[config.mk]
export PLATFORM = sky130hd
export DESIGN_NAME = uart_tx_serializer
export DESIGN_NICKNAME = d
export VERILOG_FILES = /design/src/rtl/uart_tx_serializer.sv
export SDC_FILE = /design/constraint.sdc
export NUM_CORES = 1
export LEC_CHECK = 0
export ABC_AREA = 1
export ABC_CLOCK_PERIOD_IN_PS = 2970
export BUFFER_PORTS_ARGS = -buffer_cell sky130_fd_sc_hd__buf_4
export CELL_PAD_IN_SITES_DETAIL_PLACEMENT = 1
export CELL_PAD_IN_SITES_GLOBAL_PLACEMENT = 1
export CORE_AREA = 2 2 64 66
export DETAILED_ROUTE_END_ITERATION = 8
export DIE_AREA = 0 0 66 68
export HOLD_SLACK_MARGIN = 0.02
export PLACE_DENSITY = 0.85
export SLEW_MARGIN = 20
export SYNTH_ARGS = -nofsm -noshare
export SYNTH_HDL_FRONTEND = slang
export SYNTH_SLANG_ARGS = --single-unit
[constraint.sdc]
create_clock -name clk -period 2.97 [get_ports clk]
set_input_delay 0.4455 -clock clk [delete_from_list [all_inputs] [get_ports clk]]
set_output_delay 0.4455 -clock clk [all_outputs]
set_load 0.01 [all_outputs]
[src/rtl/uart_tx_serializer.sv]
// uart_tx_serializer: 8N1 UART transmitter with a one-entry holding register.
// Define UART_TX_PARITY_EN to insert an even-parity bit (8E1/8E2 frames).
module uart_tx_serializer #(
  parameter int CLKS_PER_BIT = 217,
  parameter int STOP_BITS    = 1
) (
  input  logic       clk,
  input  logic       rst,
  input  logic [7:0] i_byte,
  input  logic       i_byte_v,
  output logic       o_ready,
  output logic       o_busy,
  output logic       o_done,
  output logic       o_overrun,
  output logic       o_tx
);

  localparam int TW = $clog2(CLKS_PER_BIT);
  localparam logic [TW-1:0] TMAX = TW'(CLKS_PER_BIT - 1);

  typedef enum logic [2:0] {
    S_IDLE,
    S_START,
    S_DATA,
`ifdef UART_TX_PARITY_EN
    S_PARITY,
`endif
    S_STOP
  } state_t;

  state_t        state;
  state_t        state_nx;
  logic [TW-1:0] timer;
  logic [2:0]    bit_cnt;
  logic          stop_cnt;
  logic [7:0]    data;
  logic [7:0]    hold;
  logic          hold_v;
  logic          overrun;

  logic tick;
  logic last_stop;
  logic end_frame;
  logic launch;
  logic reload;

  assign tick      = (timer == TMAX);
  assign last_stop = (STOP_BITS == 1) || stop_cnt;
  assign end_frame = (state == S_STOP) && tick && last_stop;
  // A strobe at the end of a frame with nothing held starts the next frame.
  assign launch    = i_byte_v && !hold_v
                   && ((state == S_IDLE) || end_frame);
  assign reload    = end_frame && hold_v;

  // State register
  always_ff @(posedge clk) begin
    if (rst) state <= S_IDLE;
    else     state <= state_nx;
  end

  // Next-state logic
  always_comb begin
    state_nx = state;
    case (state)
      S_IDLE:  if (i_byte_v) state_nx = S_START;
      S_START: if (tick) state_nx = S_DATA;
      S_DATA:
        if (tick && bit_cnt == 3'd7)
`ifdef UART_TX_PARITY_EN
          state_nx = S_PARITY;
      S_PARITY:
        if (tick)
`endif
          state_nx = S_STOP;
      S_STOP:
        if (end_frame)
          state_nx = (hold_v || i_byte_v) ? S_START : S_IDLE;
      default: state_nx = S_IDLE;
    endcase
  end

  // Output decode
  always_comb begin
    o_tx = 1'b1;
    case (state)
      S_START:  o_tx = 1'b0;
      S_DATA:   o_tx = data[bit_cnt];
`ifdef UART_TX_PARITY_EN
      S_PARITY: o_tx = ^data;
`endif
      default:  o_tx = 1'b1;
    endcase
    o_busy    = (state != S_IDLE);
    o_done    = end_frame;
    o_ready   = !hold_v;
    o_overrun = overrun;
  end

  // Bit timing, shift data, holding register and overrun pulse
  always_ff @(posedge clk) begin
    if (rst) begin
      timer    <= '0;
      bit_cnt  <= 3'd0;
      stop_cnt <= 1'b0;
      data     <= 8'h00;
      hold     <= 8'h00;
      hold_v   <= 1'b0;
      overrun  <= 1'b0;
    end else begin
      overrun <= 1'b0;
      if (state == S_IDLE || tick) timer <= '0;
      else                         timer <= timer + TW'(1);
      if (state == S_DATA && tick) bit_cnt <= bit_cnt + 3'd1;
      if (state == S_STOP && tick) stop_cnt <= !last_stop;
      if (launch)      data <= i_byte;
      else if (reload) data <= hold;
      if (i_byte_v && !launch) begin
        if (hold_v) overrun <= 1'b1;
        else begin
          hold   <= i_byte;
          hold_v <= 1'b1;
        end
      end
      if (reload) hold_v <= 1'b0;
    end
  end

endmodule

==> flow_metrics.tcl <==
set metrics [dict create \
    status "complete, no violations" \
    clock_skew_ns 0.005074 \
    drv_slew 0 \
    cts_tree "yes" \
    grt_first_pass_wirelength_um 6775 \
    grt_pass1_vias 1483 \
    clock_latency_ns 0.28 \
    cp.arrival_ns 1.56 \
    synth_simple_gate_area_share_pct 31.24 \
    drtPass1Iterations 4 \
    worst_slew_pin_slew_ns 0.5590 \
    synth_area_leaders "dfxtp_1, inv_1, nand2_1, a21oi_1, nand3_1" \
    async_reset_ff_share_pct 0 \
    fmax_mhz 497.6 \
    fp-row-count 23 \
    synth.area.mux_share_pct 0 \
    antennaDiodeCount 0 \
    vias_per_cell 5.082 \
    antenna_found_initial 0 \
    cts_root_buf "clkbuf_8" \
    synth-adder-area-share_pct 6.065 \
    ys_warn_count 0 \
    post-route-period-util_pct 67.67 \
    path_clk_slew_ns 0.07 \
    antenna_left 0 \
    fin_crit_ns 2.010 \
    grt_max_degree 17 \
    die_area_mm2 0.004488 \
    drt-wirelength-per-cell_um 13.70 \
    setup_viol 0 \
    post-cts-setup-buffer-count 0 \
    area_growth_pct 15.39 \
    synthMostInstantiatedCell "inv_1" \
    routed_wl_um 4001 \
    timing.slew.headroom_pct 62.68 \
    cp-start-kind "flip-flop" \
    grt_overflow 0 \
    path_max_fanout 10 \
    synth-compound-area-share_pct 14.10 \
    io_buffers 15 \
    end_kind "primary output" \
    coreArea_mm2 0.003856 \
    p_total_w 0.001590 \
    syn-num-nets 244 \
    drc_errors 0 \
    yosysSeqAreaShare_pct 37.60 \
    place_worst_setup_slack_ns 1.225 \
    die_w_um 66 \
    fin_tns_setup_ns 0 \
    die_y_um 68 \
    hold_class "in -> reg" \
    rsz0062_at_grt "no" \
    drtIter0Drc 63 \
    synth-edff-count 0 \
    hpwlAfterDp_um 2876 \
    yosys.area.top_type "dfxtp_1" \
    synth_top_family_by_area "simple AND/OR/NAND/NOR gates" \
    syn_avg_cell_area_um2 7.335 \
    critPathKind "reg -> out" \
    syn_area_mm2 0.001650 \
    via_count 1484 \
    power.leakage_nw 0.8392 \
    cts_buffers 5 \
    ctsLongestPathBuffers 2 \
    synth-xor-area-share_pct 0 \
    hold_violations 0 \
    fillCellCount 528 \
    cap_viol_max_count 0 \
    drive_above_1_share_pct 13.64 \
    postCtsHoldBufs 0 \
    clkSinkCount 31 \
    syn_inst 225 \
    cp.required_ns 2.52 \
    synth_common_cells "inv_1, nand2_1, dfxtp_1" \
    nets 260 \
    synth_top_cell_area_share_pct 37.60 \
    routabilityCongestion 0.7823 \
    cts_resized 0 \
    h-tree-depth 2 \
    setup_ws_ns 0.9602 \
    ios 16 \
    irDropWorstVdd_v 0.0004824 \
    cellPowerDensity_mw_per_mm2 835.1 \
    synth-seq-cells 31 \
    ys.flop_type "dfxtp_1" \
    track_usage_pct 19.78 \
    start_util_pct 42.80 \
    ys_types 27 \
]
sequential cells by signal, summed over array words and instances, names as in the netlist:
name and cells:
hold 8, hold_v 1, state 2, o_overrun 1, bit_cnt 3, data 8
timer 8
routing by layer:
metal / wire length, µm / global-route usage [%]
met4: 33 / 4.592
met1: 1874 / 26.26
met3: 175 / 4.934
met2: 1918 / 32.58
met5: 0 / 0
report_power, final:
part	leakage, nW	internal (W)	switching, W
registers	0.253	0.000505	0.0000679
logic	0.525	0.000213	0.000373
clock network	0.0612	0.000271	0.000160
total	0.839	0.000989	0.000601
cells by family (layout without fill, tap and decap cells):
family | after synthesis | in the layout
adder cells (fa/ha/maj) | 8 | 8
AO/OA/AOI/OAI | 45 | 45
flip-flops | 31 | 31
AND/OR/NAND/NOR | 97 | 97
buffers and inverters | 44 | 61
critical path: stages (launching register included):
cell and delay, ns:
dfxtp_1 0.37, ha_1 0.47, nand3_4 0.19, inv_1 0.13
buf_4 0.13
cell usage in the layout (no fill, tap or decap), drive strengths merged:
master,instances
o21ai,17
clkinv,1
nor3b,3
dfxtp,31
nand4,9
nor3,2
nand3,25
nand2,37
bufinv,1
inv,38
nor2,19
clkbuf,6
a31oi,1
o22ai,1
buf,15
or2,2
o211ai,2
ha,8
a21oi,24
final timing paths:
check	startpoint	endpoint	depth (start not counted)	slack (ns)
max	state[1]$_SDFFE_PP0P_	o_done	4	0.96
min	rst	data[5]$_SDFFE_PP0P_	2	0.40
max reg2reg	state[1]$_SDFFE_PP0P_	data[0]$_SDFFE_PP0P_	6	1.18
min reg2reg	hold[5]$_SDFFE_PP0P_	hold[5]$_SDFFE_PP0P_	2	0.45
per-stage QoR:
stage | cells | hold slack (ns) | utilization [%] | cell area, µm²
final | 292 | 0.3998 | 49.38 | 1904
after global placement | 284 | 0.4353 | 46.33 | 1787
after global routing | 292 | 0.4158 | 49.38 | 1904
after CTS | 292 | 0.3986 | 49.38 | 1904
after floorplan | 225 | 0.4237 | - | 1650
after detailed placement | 284 | 0.4473 | 46.33 | 1787
cell type report:
class                      count  area (µm²)  share of cell area, %
clock buffer                   6       82.58                  4.336
sequential                    31       620.6                  32.59
clock inverter                 2       35.03                  1.840
multi-input combinational    150       848.3                  44.55
timing repair buffer          15       112.6                  5.913
tap                           50       62.56                  3.285
inverter                      38       142.6                  7.490
Power figures use the tool's default switching activity.
